===== src/rtl/encoder_pkg.sv =====
// Shared definitions for the quadrature encoder emulator and reader.
//   dir_t       : direction codes (DIR_NONE, DIR_CW, DIR_CCW)
//   enc_state_t : IDLE/RUN state encoding
//   gray_step   : next (A,B) phase for a single clockwise or counter-clockwise step
package encoder_pkg;

   typedef enum logic [1:0] {
      DIR_NONE = 2'b00,
      DIR_CW   = 2'b01,
      DIR_CCW  = 2'b10
   } dir_t;

   typedef enum logic {
      ST_IDLE = 1'b0,
      ST_RUN  = 1'b1
   } enc_state_t;

   // Clockwise order of {A,B}: 00 -> 10 -> 11 -> 01 -> 00; counter-clockwise is the reverse.
   function automatic logic [1:0] gray_step(input logic [1:0] ab, input logic cw);
      logic [1:0] nxt;
      nxt = 2'b00;
      if (cw) begin
         case (ab)
            2'b00:   nxt = 2'b10;
            2'b10:   nxt = 2'b11;
            2'b11:   nxt = 2'b01;
            default: nxt = 2'b00;
         endcase
      end else begin
         case (ab)
            2'b00:   nxt = 2'b01;
            2'b01:   nxt = 2'b11;
            2'b11:   nxt = 2'b10;
            default: nxt = 2'b00;
         endcase
      end
      return nxt;
   endfunction

   function automatic logic dir_is_motion(input logic [1:0] dir);
      return (dir == DIR_CW) || (dir == DIR_CCW);
   endfunction

endpackage


===== src/rtl/encoder_tick_gen.sv =====
// Step-rate divider: counts 0..DIV-1 while enabled and flags the terminal count.
// Ports:
//   clk, rst : clock, asynchronous active-high reset
//   clr      : synchronous clear of the count (priority over en)
//   en       : count enable
//   tick     : high for the one cycle in which the count sits at DIV-1 with en high
module encoder_tick_gen #(
   parameter int unsigned DIV = 4
) (
   input  logic clk,
   input  logic rst,
   input  logic clr,
   input  logic en,
   output logic tick
);

   localparam int unsigned CNT_W = (DIV > 1) ? $clog2(DIV) : 1;
   localparam logic [CNT_W-1:0] LAST = CNT_W'(DIV - 1);

   logic [CNT_W-1:0] cnt_q;

   always_ff @(posedge clk or posedge rst) begin
      if (rst) begin
         cnt_q <= '0;
      end else if (clr) begin
         cnt_q <= '0;
      end else if (en) begin
         cnt_q <= (cnt_q == LAST) ? '0 : cnt_q + 1'b1;
      end
   end

   assign tick = en && !clr && (cnt_q == LAST);

endmodule


===== src/rtl/encoder_emulator.sv =====
// Quadrature encoder emulator: emits cmd_count Gray-coded (A,B) steps in the
// commanded direction, one step every STEP_DIV clocks, and tracks a signed position.
// Ports:
//   clk, rst       : clock, asynchronous active-high reset
//   cmd_valid      : command request, accepted when cmd_ready is high
//   cmd_dir        : 01 clockwise, 10 counter-clockwise, 00/11 no motion
//   cmd_count      : number of quarter-steps to emit
//   cmd_ready      : high while IDLE
//   A, B           : registered quadrature outputs
//   done           : one-cycle pulse on command completion (or on a no-motion command)
//   position       : signed running step count, wraps modulo 2^16
//   Z              : index pulse
// Configuration macro: ENCODER_INDEX_EN enables the index counter (0..PPR-1) driving Z;
// without it Z is tied low.
module encoder_emulator
   import encoder_pkg::*;
#(
   parameter int unsigned STEP_DIV = 4,
   parameter int unsigned PPR      = 16
) (
   input  logic               clk,
   input  logic               rst,
   input  logic               cmd_valid,
   input  logic [1:0]         cmd_dir,
   input  logic [7:0]         cmd_count,
   output logic               cmd_ready,
   output logic               A,
   output logic               B,
   output logic               done,
   output logic signed [15:0] position,
   output logic               Z
);

   if (STEP_DIV < 2 || STEP_DIV > 65535 || PPR < 1) begin : g_bad_param
      $error("encoder_emulator: STEP_DIV must be 2..65535 and PPR at least 1");
   end

   enc_state_t         state_q, state_d;
   dir_t               dir_q, dir_d;
   logic [7:0]         rem_q, rem_d;
   logic [1:0]         ab_q, ab_d;
   logic signed [15:0] pos_q, pos_d;
   logic               done_q, done_d;
   logic               accept;
   logic               tick;

   encoder_tick_gen #(
      .DIV (STEP_DIV)
   ) u_tick_gen (
      .clk  (clk),
      .rst  (rst),
      .clr  (accept),
      .en   (state_q == ST_RUN),
      .tick (tick)
   );

   always_ff @(posedge clk or posedge rst) begin
      if (rst) begin
         state_q <= ST_IDLE;
         dir_q   <= DIR_NONE;
         rem_q   <= '0;
         ab_q    <= '0;
         pos_q   <= '0;
         done_q  <= 1'b0;
      end else begin
         state_q <= state_d;
         dir_q   <= dir_d;
         rem_q   <= rem_d;
         ab_q    <= ab_d;
         pos_q   <= pos_d;
         done_q  <= done_d;
      end
   end

   always_comb begin
      state_d = state_q;
      dir_d   = dir_q;
      rem_d   = rem_q;
      ab_d    = ab_q;
      pos_d   = pos_q;
      done_d  = 1'b0;
      accept  = 1'b0;
      case (state_q)
         ST_IDLE: begin
            if (cmd_valid) begin
               accept = 1'b1;
               if (dir_is_motion(cmd_dir) && (cmd_count != 8'd0)) begin
                  state_d = ST_RUN;
                  dir_d   = dir_t'(cmd_dir);
                  rem_d   = cmd_count;
               end else begin
                  // No-motion command completes immediately.
                  done_d = 1'b1;
               end
            end
         end
         ST_RUN: begin
            if (tick) begin
               ab_d  = gray_step(ab_q, dir_q == DIR_CW);
               pos_d = (dir_q == DIR_CW) ? pos_q + 16'sd1 : pos_q - 16'sd1;
               rem_d = rem_q - 8'd1;
               if (rem_q == 8'd1) begin
                  state_d = ST_IDLE;
                  done_d  = 1'b1;
               end
            end
         end
         default: state_d = ST_IDLE;
      endcase
   end

   assign cmd_ready = (state_q == ST_IDLE);
   assign A         = ab_q[1];
   assign B         = ab_q[0];
   assign done      = done_q;
   assign position  = pos_q;

`ifdef ENCODER_INDEX_EN
   localparam int unsigned IDX_W = (PPR > 1) ? $clog2(PPR) : 1;
   localparam logic [IDX_W-1:0] IDX_LAST = IDX_W'(PPR - 1);

   logic [IDX_W-1:0] idx_q, idx_d;
   logic             z_q;

   always_comb begin
      idx_d = idx_q;
      if ((state_q == ST_RUN) && tick) begin
         if (dir_q == DIR_CW) begin
            idx_d = (idx_q == IDX_LAST) ? '0 : idx_q + 1'b1;
         end else begin
            idx_d = (idx_q == '0) ? IDX_LAST : idx_q - 1'b1;
         end
      end
   end

   // Z is registered from the next index so it tracks idx_q yet stays low during reset.
   always_ff @(posedge clk or posedge rst) begin
      if (rst) begin
         idx_q <= '0;
         z_q   <= 1'b0;
      end else begin
         idx_q <= idx_d;
         z_q   <= (idx_d == '0);
      end
   end

   assign Z = z_q;
`else
   assign Z = 1'b0;
`endif

endmodule


===== config.mk =====
export PLATFORM = sky130hd
export DESIGN_NAME = encoder_emulator
export DESIGN_NICKNAME = d
export VERILOG_FILES = /design/src/rtl/encoder_pkg.sv /design/src/rtl/encoder_tick_gen.sv /design/src/rtl/encoder_emulator.sv
export SDC_FILE = /design/constraint.sdc
export NUM_CORES = 1
export LEC_CHECK = 0
export CAP_MARGIN = 15
export CORE_MARGIN = 5
export CORE_UTILIZATION = 36
export CTS_CLUSTER_SIZE = 10
export DETAILED_ROUTE_END_ITERATION = 6
export PLACE_DENSITY = 0.68
export SYNTH_ARGS = -nofsm -noshare
export SYNTH_HDL_FRONTEND = slang
export SYNTH_HIERARCHICAL = 1
export SYNTH_SLANG_ARGS = --single-unit

===== constraint.sdc =====
create_clock -name clk -period 2.59 [get_ports clk]
set_input_delay 0.777 -clock clk [delete_from_list [all_inputs] [get_ports clk]]
set_output_delay 0.777 -clock clk [all_outputs]
set_load 0.1 [all_outputs]

==> out/metrics.yaml <==
overflow: 0
synthAdderAreaFrac_pct: 10.7
use_met3_pct: 3.26
yosys.area_share.simple_pct: 18.2
drc: 0
grt_pass1_wl_mm: 9.05
vias: 2002
path_cells: "nand2_1, buf_12, inv_1, fa_1, nor2b_1, o21bai_1, a21boi_2, o211ai_1, a211o_2, o211ai_1"
worst_slew_pin_slew_ns: 0.575
synthArstFlopShare_pct: 100
core_um2: 6280
worstPathArrival_ns: 2.56
gp_congestion: 0.863
cts_setup_buffers: 0
fin_util_pct: 45.4
grtUsageTotal_pct: 13.4
cts-buffers-inserted: 5
hold_slack_ns: 0.513
timing.slew.headroom_pct: 61.6
io_pins: 34
max_stage_delay_ns: 0.42
synth-seq-area-share_pct: 34.8
path_clk_slew_ns: 0.07
clock_tree.root_cell: "clkbuf_8"
synth_nets: 291
holdBufCountCts: 0
dp_hpwl_mm: 4.03
grt_pass1_vias: 1953
synth_top_family_by_area: "compound AO/OA/AOI/OAI gates"
cts_tree: "built"
finClkSkew_ns: 0.00481
period_needed_ns: 2.36
maxCapViolations: 0
status: "completed"
die_h_um: 90.0
synth_compound_area_share_pct: 24.5
synth_seq_cells: 32
worst-path-buf-inv: 2
cp_common_cell: "o211ai_1"
required_ns: 2.80
setup_viol: 0
antenna_cells_inserted: 0
min_period_over_period_pct: 91.0
hold_viol_final: 0
drt_first_pass_iters: 4
htree_levels: 2
finalWirelength_mm: 5.20
top_usage_layer: "met2"
critical_path_class: "flip-flop to flip-flop"
syn_to_final_growth_pct: 23.7
routed_via_density: 5.31
cp-end-kind: "flip-flop"
path_delay_family: "compound AO/OA/AOI/OAI gates"
rows: 29
die_area_um2: 8090
use_met2_pct: 21.7
yosys.area_share.xor_xnor_pct: 4.95
ant_nets: 0
fp.dieW_um: 90.0
start_kind: "flip-flop"
rsz0062_at_grt: "false"
fin_setup_tns_ns: 0
synthMuxAreaShare_pct: 2.23
grt_antenna_before_repair: 0
cp_max_fo: 17
slew_viol_final: 0
dpl_worst_slack_ns: 0.132
drt_iter0_markers: 99
fmax_ghz: 0.424
hold_class: "flip-flop to flip-flop"
use_met1_pct: 17.0
layout-drive-gt1-share_pct: 18.0
mappedNetlistArea_um2: 2300
yosysWarnings: 6
clock_latency_ns: 0.29
synth_edf_count: 0
io_buffer_count: 32
cts.sinks: 32
synthCells: 259
cts_resized: 0
synthFlopType: "dfrtp_1"
final_net_count: 331
wl_per_cell_um: 13.8
grt_max_degree: 20
fillers: 618
crit_path_top_delay_cell: "fa_1"
syn_area_per_cell_um2: 8.89
start_util_pct: 36.7
synth.distinct_cells: 54
ctsLongestPathBuffers: 2
layout_setup_ws_ns: 0.234
logic make-up (layout without fill, tap and decap cells):
| group | Yosys count | in the layout |
|---|---|---|
| xor gates and xnor gates | 13 | 13 |
| adders and majority gates | 19 | 19 |
| buffers and inverters | 25 | 66 |
| other | 1 | 1 |
| and+or+nand+nor | 84 | 84 |
| muxes | 5 | 5 |
| DFF | 32 | 32 |
| AOI/OAI and AO/OA | 80 | 80 |
per-stage QoR:
step           std cells  instance area, µm²
4_1_cts              377                2850
5_1_grt              377                2850
3_5_place_dp         369                2740
2_1_floorplan        259                2300
6_report             377                2850
3_3_place_gp         369                2740
final timing paths:
kind                                   start                   to  slack (ns)  cells past startpoint
worst max-delay path                dir_q[0]          position[8]        0.23                     10
worst min-delay path            position[15]         position[15]        0.51                      1
worst max register to register      dir_q[0]          position[8]        0.23                     10
worst min register to register  position[15]         position[15]        0.51                      1
max in group asynchronous                rst          position[9]        1.20                      3
min in group asynchronous                rst  u_tick_gen/cnt_q[0]        0.67                      2
cells in the mapped netlist, drive strengths merged, types with 3 or more instances:
cell type	instances	area (µm²)
nand3	6	30.0
o31ai	3	22.5
buf	5	30.0
nor2	19	78.8
mux2i	4	40.0
a21o	4	30.0
a211o	3	27.5
clkbuf	5	18.8
dfrtp	32	801
o22a	6	52.6
o211ai	5	42.5
xnor2	8	70.1
nor3	8	45.0
o21ai	19	95.1
inv	14	52.6
nand2b	3	18.8
o21bai	5	37.5
ha	18	225
xor2	5	43.8
nand2	36	138
nand4	3	18.8
a21oi	22	121
area by class of cell:
| class | instances | area, µm² | area share (%) |
|---|---|---|---|
| clock buffers | 6 | 72.6 | 2.55 |
| clock inverters | 2 | 35.0 | 1.23 |
| inverters | 15 | 56.3 | 1.98 |
| multi-input cells | 202 | 1400 | 49.0 |
| flip-flops and latches | 32 | 802 | 28.2 |
| well taps | 77 | 96.3 | 3.38 |
| repair buffers | 43 | 390 | 13.7 |
per-layer routing:
layer	vias up	share of wire, %
li1	1002	-
met1	940	46
met2	54	47
met3	6	5.6
met4	0	1.1
met5	-	0
cells in the final DEF, fill, tap and decap left out, drive strengths merged, types with 2 or more instances in the layout:
master / netlist / final
xnor2: 8 / 8
mux2i: 4 / 4
and3: 2 / 2
dfrtp: 32 / 32
nand2b: 3 / 3
a31oi: 2 / 2
clkdlybuf4s50: 0 / 12
nor2: 19 / 19
xor2: 5 / 5
nand4: 3 / 3
clkinv: 1 / 2
nor4: 2 / 2
o21ai: 19 / 19
buf: 5 / 31
o21bai: 5 / 5
o211ai: 5 / 5
a21o: 4 / 4
a21boi: 2 / 2
a211o: 3 / 3
ha: 18 / 18
a21oi: 22 / 22
nand3: 6 / 6
a211oi: 2 / 2
a311oi: 2 / 2
clkbuf: 5 / 6
inv: 14 / 14
nand2: 36 / 36
nor3: 8 / 8
o31ai: 3 / 3
o22a: 6 / 6
flip-flops by register name, summed over array words and instances, names as in the netlist:
| register | flops |
|---|---|
| rem_q | 8 |
| u_tick_gen/cnt_q | 2 |
| done | 1 |
| ab_q | 2 |
| position | 16 |
| dir_q | 2 |
| state_q | 1 |
Power is not shown: default switching activity piles up to over one toggle a cycle in this logic, so the estimate is an artifact.
